===== src/rtl/subleq_pkg.sv =====
`default_nettype none
// ============================================================================
//  Module      : subleq_pkg
//  Description : Shared definitions for the SUBLEQ core: state encoding,
//                address mask, instruction length and small helper functions.
//  Revision    : 1.0 - initial release
// ============================================================================
package subleq_pkg;

    typedef enum logic [3:0] {
        S_IDLE    = 4'd0,
        S_FETCH_A = 4'd1,
        S_FETCH_B = 4'd2,
        S_FETCH_C = 4'd3,
        S_READ_A  = 4'd4,
        S_READ_B  = 4'd5,
        S_WRITE_B = 4'd6,
        S_NEXT    = 4'd7,
        S_HALT    = 4'd8
    } state_t;

    localparam logic [15:0] ADDR_MASK   = 16'h7FFF;
    localparam logic [15:0] INSTR_WORDS = 16'd3;

    // The memory space is 15 bits wide; bit 15 of any address is dropped.
    function automatic logic [15:0] word_addr(input logic [15:0] x);
        return x & ADDR_MASK;
    endfunction

    // Branch when the signed result is less than or equal to zero.
    function automatic logic branch_taken(input logic [15:0] r);
        return r[15] || (r == 16'h0000);
    endfunction

endpackage
`default_nettype wire


===== src/rtl/subleq_if.sv =====
`default_nettype none
// ============================================================================
//  Module      : subleq_if
//  Description : Request/complete handshake between the SUBLEQ core (master)
//                and the FRAM interface (slave).
//                mem_addr/mem_wdata/mem_we/mem_start : master -> slave
//                mem_rdata/mem_done                   : slave  -> master
//  Revision    : 1.0 - initial release
// ============================================================================
interface subleq_if;
    logic [15:0] mem_addr;
    logic [15:0] mem_wdata;
    logic        mem_we;
    logic        mem_start;
    logic [15:0] mem_rdata;
    logic        mem_done;

    modport master (
        output mem_addr,
        output mem_wdata,
        output mem_we,
        output mem_start,
        input  mem_rdata,
        input  mem_done
    );

    modport slave (
        input  mem_addr,
        input  mem_wdata,
        input  mem_we,
        input  mem_start,
        output mem_rdata,
        output mem_done
    );
endinterface
`default_nettype wire


===== src/rtl/subleq_core.sv =====
`default_nettype none
// ============================================================================
//  Module      : subleq_core
//  Description : Single-instruction (SUBLEQ) processor. Each instruction is
//                three words A, B, C at pc; mem[B] -= mem[A]; branch to C
//                when the result is <= 0, otherwise advance by three words.
//                All memory traffic goes through a start/done handshake with
//                unbounded latency.
//  Ports       : clk    - clock, rising edge
//                rst    - asynchronous active-high reset
//                run    - allows a new instruction to start while high
//                mem    - subleq_if.master memory handshake
//                pc     - current instruction address
//                halted - set on a halting branch, cleared only by reset
//                busy   - a memory access is outstanding
//  Revision    : 1.0 - initial release
// ============================================================================
module subleq_core
    import subleq_pkg::*;
#(
    parameter logic [15:0] RESET_PC    = 16'h0000,
    parameter bit          HALT_ON_NEG = 1'b1
) (
    input  wire logic        clk,
    input  wire logic        rst,
    input  wire logic        run,
    subleq_if.master         mem,
    output logic [15:0]      pc,
    output logic             halted,
    output logic             busy
);

    state_t      state_q;
    logic [15:0] pc_q;
    logic        halted_q;
    logic        busy_q;
    logic        start_q;
    logic        we_q;
    logic [15:0] addr_q;
    logic [15:0] wdata_q;
    logic [15:0] a_q;
    logic [15:0] b_q;
    logic [15:0] c_q;
    logic [15:0] opa_q;
    logic [15:0] res_q;

    logic        w_done;
    logic [15:0] w_pc_p1;
    logic [15:0] w_pc_p2;
    logic [15:0] w_pc_next;
    logic [15:0] w_result;

    // A completion only counts while an access is actually outstanding.
    assign w_done    = mem.mem_done && busy_q;
    assign w_pc_p1   = word_addr(pc_q + 16'd1);
    assign w_pc_p2   = word_addr(pc_q + 16'd2);
    assign w_pc_next = word_addr(pc_q + INSTR_WORDS);
    assign w_result  = mem.mem_rdata - opa_q;

    always_ff @(posedge clk or posedge rst) begin
        if (rst) begin
            state_q  <= S_IDLE;
            pc_q     <= RESET_PC;
            halted_q <= 1'b0;
            busy_q   <= 1'b0;
            start_q  <= 1'b0;
            we_q     <= 1'b0;
            addr_q   <= 16'h0000;
            wdata_q  <= 16'h0000;
            a_q      <= 16'h0000;
            b_q      <= 16'h0000;
            c_q      <= 16'h0000;
            opa_q    <= 16'h0000;
            res_q    <= 16'h0000;
        end else begin
            // mem_start is a single-cycle pulse issued on entry to an access state.
            start_q <= 1'b0;
            case (state_q)
                S_IDLE: begin
                    if (run && !halted_q) begin
                        state_q <= S_FETCH_A;
                        start_q <= 1'b1;
                        busy_q  <= 1'b1;
                        we_q    <= 1'b0;
                        addr_q  <= word_addr(pc_q);
                    end
                end
                S_FETCH_A: begin
                    if (w_done) begin
                        a_q     <= mem.mem_rdata;
                        state_q <= S_FETCH_B;
                        start_q <= 1'b1;
                        addr_q  <= w_pc_p1;
                    end
                end
                S_FETCH_B: begin
                    if (w_done) begin
                        b_q     <= mem.mem_rdata;
                        state_q <= S_FETCH_C;
                        start_q <= 1'b1;
                        addr_q  <= w_pc_p2;
                    end
                end
                S_FETCH_C: begin
                    if (w_done) begin
                        c_q     <= mem.mem_rdata;
                        state_q <= S_READ_A;
                        start_q <= 1'b1;
                        addr_q  <= word_addr(a_q);
                    end
                end
                S_READ_A: begin
                    if (w_done) begin
                        opa_q   <= mem.mem_rdata;
                        state_q <= S_READ_B;
                        start_q <= 1'b1;
                        addr_q  <= word_addr(b_q);
                    end
                end
                S_READ_B: begin
                    if (w_done) begin
                        res_q   <= w_result;
                        state_q <= S_WRITE_B;
                        start_q <= 1'b1;
                        we_q    <= 1'b1;
                        wdata_q <= w_result;
                        addr_q  <= word_addr(b_q);
                    end
                end
                S_WRITE_B: begin
                    if (w_done) begin
                        state_q <= S_NEXT;
                        busy_q  <= 1'b0;
                        we_q    <= 1'b0;
                    end
                end
                S_NEXT: begin
                    if (branch_taken(res_q) && HALT_ON_NEG && c_q[15]) begin
                        // pc stays on the halting instruction.
                        state_q  <= S_HALT;
                        halted_q <= 1'b1;
                    end else begin
                        state_q <= S_IDLE;
                        pc_q    <= branch_taken(res_q) ? word_addr(c_q) : w_pc_next;
                    end
                end
                S_HALT: begin
                    state_q <= S_HALT;
                end
                default: begin
                    state_q <= S_IDLE;
                end
            endcase
        end
    end

    assign mem.mem_addr  = addr_q;
    assign mem.mem_wdata = wdata_q;
    assign mem.mem_we    = we_q;
    assign mem.mem_start = start_q;
    assign pc            = pc_q;
    assign halted        = halted_q;
    assign busy          = busy_q;

endmodule
`default_nettype wire


===== src/flat_wrapper.sv =====
// flat-port wrapper written by rule: the top's interface ports become plain ports
module subleq_core_flat import subleq_pkg::*;
#(
    parameter logic [15:0] RESET_PC    = 16'h0000,
    parameter bit          HALT_ON_NEG = 1'b1
)
  (clk, rst, run, pc, halted, busy, mem_mem_addr, mem_mem_wdata, mem_mem_we, mem_mem_start, mem_mem_rdata, mem_mem_done);
  subleq_if mem_i ();
  input  wire logic clk;
  input  wire logic rst;
  input  wire logic run;
  output logic [15:0] pc;
  output logic halted;
  output logic busy;
  output wire logic [$bits(mem_i.mem_addr)-1:0] mem_mem_addr;
  output wire logic [$bits(mem_i.mem_wdata)-1:0] mem_mem_wdata;
  output wire logic [$bits(mem_i.mem_we)-1:0] mem_mem_we;
  output wire logic [$bits(mem_i.mem_start)-1:0] mem_mem_start;
  input wire logic [$bits(mem_i.mem_rdata)-1:0] mem_mem_rdata;
  input wire logic [$bits(mem_i.mem_done)-1:0] mem_mem_done;
  assign mem_mem_addr = mem_i.mem_addr;
  assign mem_mem_wdata = mem_i.mem_wdata;
  assign mem_mem_we = mem_i.mem_we;
  assign mem_mem_start = mem_i.mem_start;
  assign mem_i.mem_rdata = mem_mem_rdata;
  assign mem_i.mem_done = mem_mem_done;
  subleq_core #(.RESET_PC(RESET_PC), .HALT_ON_NEG(HALT_ON_NEG)) u_core (.clk(clk), .rst(rst), .run(run), .mem(mem_i), .pc(pc), .halted(halted), .busy(busy));
endmodule

===== config.mk =====
export PLATFORM = sky130hd
export DESIGN_NAME = subleq_core_flat
export DESIGN_NICKNAME = d
export VERILOG_FILES = /design/src/rtl/subleq_pkg.sv /design/src/rtl/subleq_if.sv /design/src/rtl/subleq_core.sv /design/src/flat_wrapper.sv
export SDC_FILE = /design/constraint.sdc
export NUM_CORES = 1
export LEC_CHECK = 0
export CAP_MARGIN = 10
export CORE_MARGIN = 1
export CORE_UTILIZATION = 65
export DETAILED_ROUTE_END_ITERATION = 10
export DONT_BUFFER_PORTS = 1
export PLACE_DENSITY = 0.77
export RECOVER_POWER = 25
export SLEW_MARGIN = 20
export SYNTH_ARGS = -nofsm -noshare
export SYNTH_HDL_FRONTEND = slang
export SYNTH_SLANG_ARGS = --single-unit

===== constraint.sdc =====
create_clock -name clk -period 8.7 [get_ports clk]
set_input_delay 1.74 -clock clk [delete_from_list [all_inputs] [get_ports clk]]
set_output_delay 1.74 -clock clk [all_outputs]
set_load 0.1 [all_outputs]

==> metrics, run 1 <==
post-cts resize count=0; Crit path arrival time=3880 ps; Synth async-reset ratio=100%; pin count of the biggest net entering global routing=61; CTS clk-pin slew, worst paths=60 ps; Critical Path Start=run; post-layout minimum cycle time=3530 ps; Num CTS Buffers=17; Syn. warnings=0; most frequent cell after synthesis=dfrtp_1; post-synth top area cell=dfrtp_1; DRT antenna net count=0; post-DP HPWL=10.8 mm; register-to-register setup slack=5440 ps; Synth top area share=between 40% and 50%; worst-margin pin slew=~2400 ps; CP Max Fanout=9; post-CTS setup buffers=0; DIE AREA=0.0102 sq mm; top cells by count, synth=116 x dfrtp_1, 60 x mux2_2, 56 x nand2_1, 43 x a21oi_1, 42 x nor2_1; total clock sinks=approximately 120; RSZ-0062 raised after global routing=false; die width=just over 100 microns; MaxCap Viol Count=1; Worst Setup Path Type=in -> reg; final slew viol count=58; worst reg2reg endpoint=u_core.mem.mem_addr[12]; Final Util=75.2%; Final Hold Viols=0; Final Cycle Share=40.5%; Placeable Area=0.00937 sq mm; synthesis-to-finish area growth=10.4%; fin cells=778; FF-to-FF Start=u_core.halted; NumNets Final=676; clk_skew=15.2 ps; Seq/Total Area, Yosys=45.5%; Final setup violation count=0; CTS Buffer Depth=2; Post-Synthesis Cells=~650; Root Driver=clkbuf_8; Placed Instances=745; Post-Synthesis Cell Area=0.00638 sq mm; Worst-Skew Late Latency=520 ps; worst rel slew slack=-63.1%; max frequency=283 MHz; CP Launch Type=input port; GPL Wtd Cong=0.903; initial antenna violation count=0; routed len/inst=20.0 microns; area of the multi-input gates=0.00318 sq mm; WHS Path Cells=1; hold path endpoint=u_core.opa_q[13]; htree depth=4; drt drc=0; count of different cell masters after synthesis=65; failing checks=max-capacitance violations, max-slew violations; CTS tree=yes; WL final=roughly 16 mm; Via Count=5207; DR iter-0 viols=351; max incr delay on CP=920 ps; antenna cells=0; top_reg_cell synth=dfrtp_1; reg2reg path depth=6; Hold Path Class=reg -> reg; Fin Setup TNS=0 ps; # IOs=72; Post-synth EDFFs=0; CP required=9050 ps; Die Ht=slightly above 100 microns; Overflow after GRT=0; area occupied by registers=0.00291 sq mm; GR Util All Layers=between 30% and 40%; first-pass GRT wire length=~26 mm; input/output buffers=0; pre-CTS setup slack=4620 ps; row count=35; Layout fillers=673; vias per cell=6.69; Crit path max-delay family=compound AO/OA/AOI/OAI gates; CP endpoint kind=flip-flop; Detailed Routing Iterations Pass 1=5; Hold-fix buffers, CTS=0; Mapped Avg Cell Area=9.89 sq um; PnR worst setup slack=5170 ps; CP Buf/Inv Count=0; Starting Density=68.1%; status=finished with violations; Max stage delay cell, worst path=a221oi_1; ranking of synthesized cells by area=dfrtp_1 45%, mux2_2 11%, ha_1 3.7%, a21oi_1 3.4%, nand2_1 3.3%; Yosys reg bits=116; worst hold start=u_core.opa_q[13]; worst-path cell chain=or4b_1 > a221oi_1 > nand2_1 > a221o_1 > a221oi_2 > a211oi_1; layout cell share with drive strength beyond 1=18.8%; number of global-route vias before repair=5099
-- registers in the layout, summed over array words and instances, names as in the netlist, 4 cells and up --
signal	count
u_core.opa_q	16
u_core.mem.mem_addr	15
u_core.pc	15
u_core.mem.mem_wdata	16
u_core.c_q	16
u_core.state_q	4
u_core.a_q	15
u_core.b_q	15
-- worst max-delay path by stage --
stage                              end  cells after the start
2_1_floorplan            u_core.a_q[0]                      1
3_3_place_gp   u_core.mem.mem_addr[12]                      6
3_5_place_dp   u_core.mem.mem_addr[14]                      6
4_1_cts        u_core.mem.mem_addr[14]                      6
5_1_grt                   u_core.pc[3]                      2
6_report       u_core.mem.mem_addr[12]                      6
-- cell families after synthesis --
kind of cell,Yosys count,share of synthesized area [%]
AO/OA/AOI/OAI,181,19.2
XOR/XNOR,15,2.06
adder cells (fa/ha/maj),20,4.04
buffers and inverters,71,4.57
flip-flops,116,45.5
multiplexers,60,10.6
other,1,0.0588
AND/OR/NAND/NOR,181,14.0
-- placed cells by master (no fill, tap or decap), types with 15 or more instances in the layout --
cell type and instances:
dfrtp_1 114, mux2_2 60, nand2_1 56, a21oi_1 43, nor2_1 42, o21ai_0 41, inv_1 27, nand3_1 26
ha_1 19, clkbuf_16 16, nor3_1 15
-- area by class of cell --
cell class | instances | area share, %
Tap cell | 129 | 2.29
Timing Repair Buffer | 14 | 1.49
Sequential cell | 116 | 41.2
Clock buffer | 17 | 5.88
Multi-Input combinational cell | 459 | 45.2
Inverter | 28 | 1.51
Clock inverter | 15 | 2.43
-- per-layer routing --
layer,GRT usage [%],vias up,wire (microns)
li1,-,2354,-
met1,43.7,2548,6390
met2,53.1,268,7390
met3,9.08,37,1470
met4,12.9,0,342
met5,0,-,0
-- through the flow --
stage | hold WS, ps | instance area, sq um
floorplan | 454 | 6380
global placement | 478 | 6470
detailed placement | 488 | 6470
CTS | 506 | 7060
global route | 522 | 7050
finish | 508 | 7050
Power of run 1 is left out: the tool's default activity adds up to more than one toggle a clock period on the data nets, which glitch-free logic cannot reach.
==> run 2, diff against run 1 <==
--- a/config.mk
+++ b/config.mk
@@ -7,10 +7,10 @@
 export LEC_CHECK = 0
 export CAP_MARGIN = 10
 export CORE_MARGIN = 1
-export CORE_UTILIZATION = 65
+export CORE_UTILIZATION = 64
 export DETAILED_ROUTE_END_ITERATION = 10
 export DONT_BUFFER_PORTS = 1
-export PLACE_DENSITY = 0.77
+export PLACE_DENSITY = 0.76
 export RECOVER_POWER = 25
 export SLEW_MARGIN = 20
 export SYNTH_ARGS = -nofsm -noshare
==> constraint.sdc (replaced) <==
create_clock -name clk -period 3.35 [get_ports clk]
set_input_delay 0.67 -clock clk [delete_from_list [all_inputs] [get_ports clk]]
set_output_delay 0.67 -clock clk [all_outputs]
set_load 0.1 [all_outputs]
==> run 2 against run 1 <==
Against the previous run:
- the flow now finishes without violations
- register-to-register slack lost 4900 ps
- sequential share of layout area fell by 1.5 points
- largest cell class unchanged
- wire length grew 6.3%
- first-iteration DRC count up 6.8%
- cell area is 3.7% higher
- flip-flop and latch count did not move
- hold slack got worse by 220 ps
==> metrics, run 2 (same netlist as run 1, synthesis figures left out) <==
antenna cells=0 (unchanged); met2 wire length=7.97 mm (was 7.39 mm); top layer in use=met4 (unchanged); worst-margin pin slew=1370 ps (was 2430 ps); GR Util All Layers=34.3% (was 33.4%); status=finished clean (was finished with violations); number of global-route vias before repair=5229 (was 5099); Root Driver=clkbuf_8 (unchanged); Starting Density=65.6% (was 68.1%); Via Count=5294 (was 5207); CTS tree=yes (unchanged); DR iter-0 viols=375 (was 351); initial antenna violation count=0 (unchanged); CTS Buffer Depth=2 (unchanged); met3 wire length=1.50 mm (was 1.47 mm); Placeable Area=0.00973 sq mm (was 0.00937 sq mm); Max stage delay cell, worst path=dfrtp_1 (was a221oi_1); WL final=16.6 mm (was 15.6 mm); max incr delay on CP=870 ps (was 920 ps); Hold-fix buffers, CTS=0 (unchanged); Worst Setup Path Type=reg -> reg (was in -> reg); Crit path max-delay family=flip-flops (was compound AO/OA/AOI/OAI gates); wl on met1=6.70 mm (was 6.39 mm); drt drc=0 (unchanged); final slew viol count=0 (was 58); CP endpoint kind=flip-flop (unchanged); Final setup violation count=0 (unchanged); max frequency=approximately 360 MHz; post-layout minimum cycle time=2780 ps; Worst-Skew Late Latency=520 ps (about the same); Final Cycle Share=83.1%; Crit path arrival time=3210 ps (was 3880 ps); post-CTS setup buffers=0 (unchanged); input/output buffers=0 (unchanged); CP Buf/Inv Count=1 (was 0); CP Max Fanout=23 (was 9); Hold Path Class=in -> async (was reg -> reg); commonest non-fill, non-tap cell in the layout=dfrtp_1 (unchanged); Overflow after GRT=0 (unchanged); CTS clk-pin slew, worst paths=60 ps (about the same); layout cell share with drive strength beyond 1=22.5% (was 18.8%); synthesis-to-finish area growth=14.6% (was 10.4%); Detailed Routing Iterations Pass 1=6 (was 5); die width=102 microns (was 101 microns); vias per cell=6.52 (was 6.69); post-DP HPWL=11.8 mm (was 10.8 mm); CP required=3780 ps (was 9050 ps); # IOs=72 (unchanged); DIE AREA=0.0104 sq mm (was 0.0102 sq mm); post-cts resize count=0 (unchanged); NumNets Final=706 (was 676); clk_skew=6.20 ps (was 15.2 ps); Die Ht=102 microns (was 101 microns); pin count of the biggest net entering global routing=57 (was 61); worst rel slew slack=8.96% (was -63.1%); Fin Setup TNS=0 ps (unchanged); DRT antenna net count=0 (unchanged); Final Hold Viols=0 (unchanged); MaxCap Viol Count=0 (was 1); total clock sinks=116 (unchanged); CP Launch Type=flip-flop (was input port); first-pass GRT wire length=26.7 mm (was 25.7 mm); htree depth=4 (unchanged); RSZ-0062 raised after global routing=false (unchanged); commonest cells after routing, fill and taps aside=116 x dfrtp_1, 60 x mux2_2, 56 x nand2_1 (was 114 x dfrtp_1, 60 x mux2_2, 56 x nand2_1); row count=36 (was 35); worst-path cell chain=nand2b_1 > or2_2 > a21oi_1 > buf_4 > nor2_1 > a211oi_1 (was or4b_1 > a221oi_1 > nand2_1 > a221o_1 > a221oi_2 > a211oi_1); routed len/inst=20.4 microns (was 20.0 microns); GPL Wtd Cong=0.913 (was 0.903); Num CTS Buffers=17 (unchanged)
[run 2: cell types whose count changed in the layout (fill, tap and decap cells not counted), moves of 2 or more]
cell | previous run | this run
buf_4 | 12 | 43
clkinv_4 | 4 | 1
clkinvlp_4 | 1 | 3
dfrtp_1 | 114 | 116
dfrtp_2 | 2 | 0
[run 2: metal layers]
layer / vias up / track usage [%]
met4: 0 / 12.9
met1: 2562 / 43.9
li1: 2426 / -
met2: 264 / 55.5
met3: 42 / 10.3
met5: - / 0
[run 2: path summary, 6_finish.rpt]
kind                                       endpoint  slack [ps]  cells after the start              start
setup / recovery                       u_core.pc[4]         570                      6  u_core.state_q[2]
hold / removal             u_core.mem.mem_wdata[13]         290                      1                rst
setup reg to reg                       u_core.pc[4]         570                      6  u_core.state_q[2]
hold reg to reg                    u_core.opa_q[14]         500                      1   u_core.opa_q[14]
max in group asynchronous             u_core.c_q[3]        1170                      2                rst
min in group clk                      u_core.a_q[0]         290                      1   mem_mem_rdata[0]
[run 2: final cells by class]
cell class | count | area, sq um
well taps | 133 | 166
clock buffers | 18 | 428
fillers | 700 | 2420
repair buffers | 44 | 328
flip-flops and latches | 116 | 2900
clock inverters | 14 | 175
inverters | 28 | 106
multi-input cells | 459 | 3200
[run 2: per-stage QoR]
stage / std cells / hold WS (ps) / util, % / instance area, sq um / setup WS (ps)
after floorplan: 646 / 454 / - / 6390 / 669
after global placement: 780 / 478 / 69.1 / 6730 / 822
after detailed placement: 780 / 495 / 69.1 / 6730 / 692
after CTS: 812 / 95.0 / 75.3 / 7330 / 639
final: 812 / 291 / 75.1 / 7310 / 567
after global routing: 812 / 268 / 75.1 / 7310 / 445
Power of run 2 is left out for the same reason.
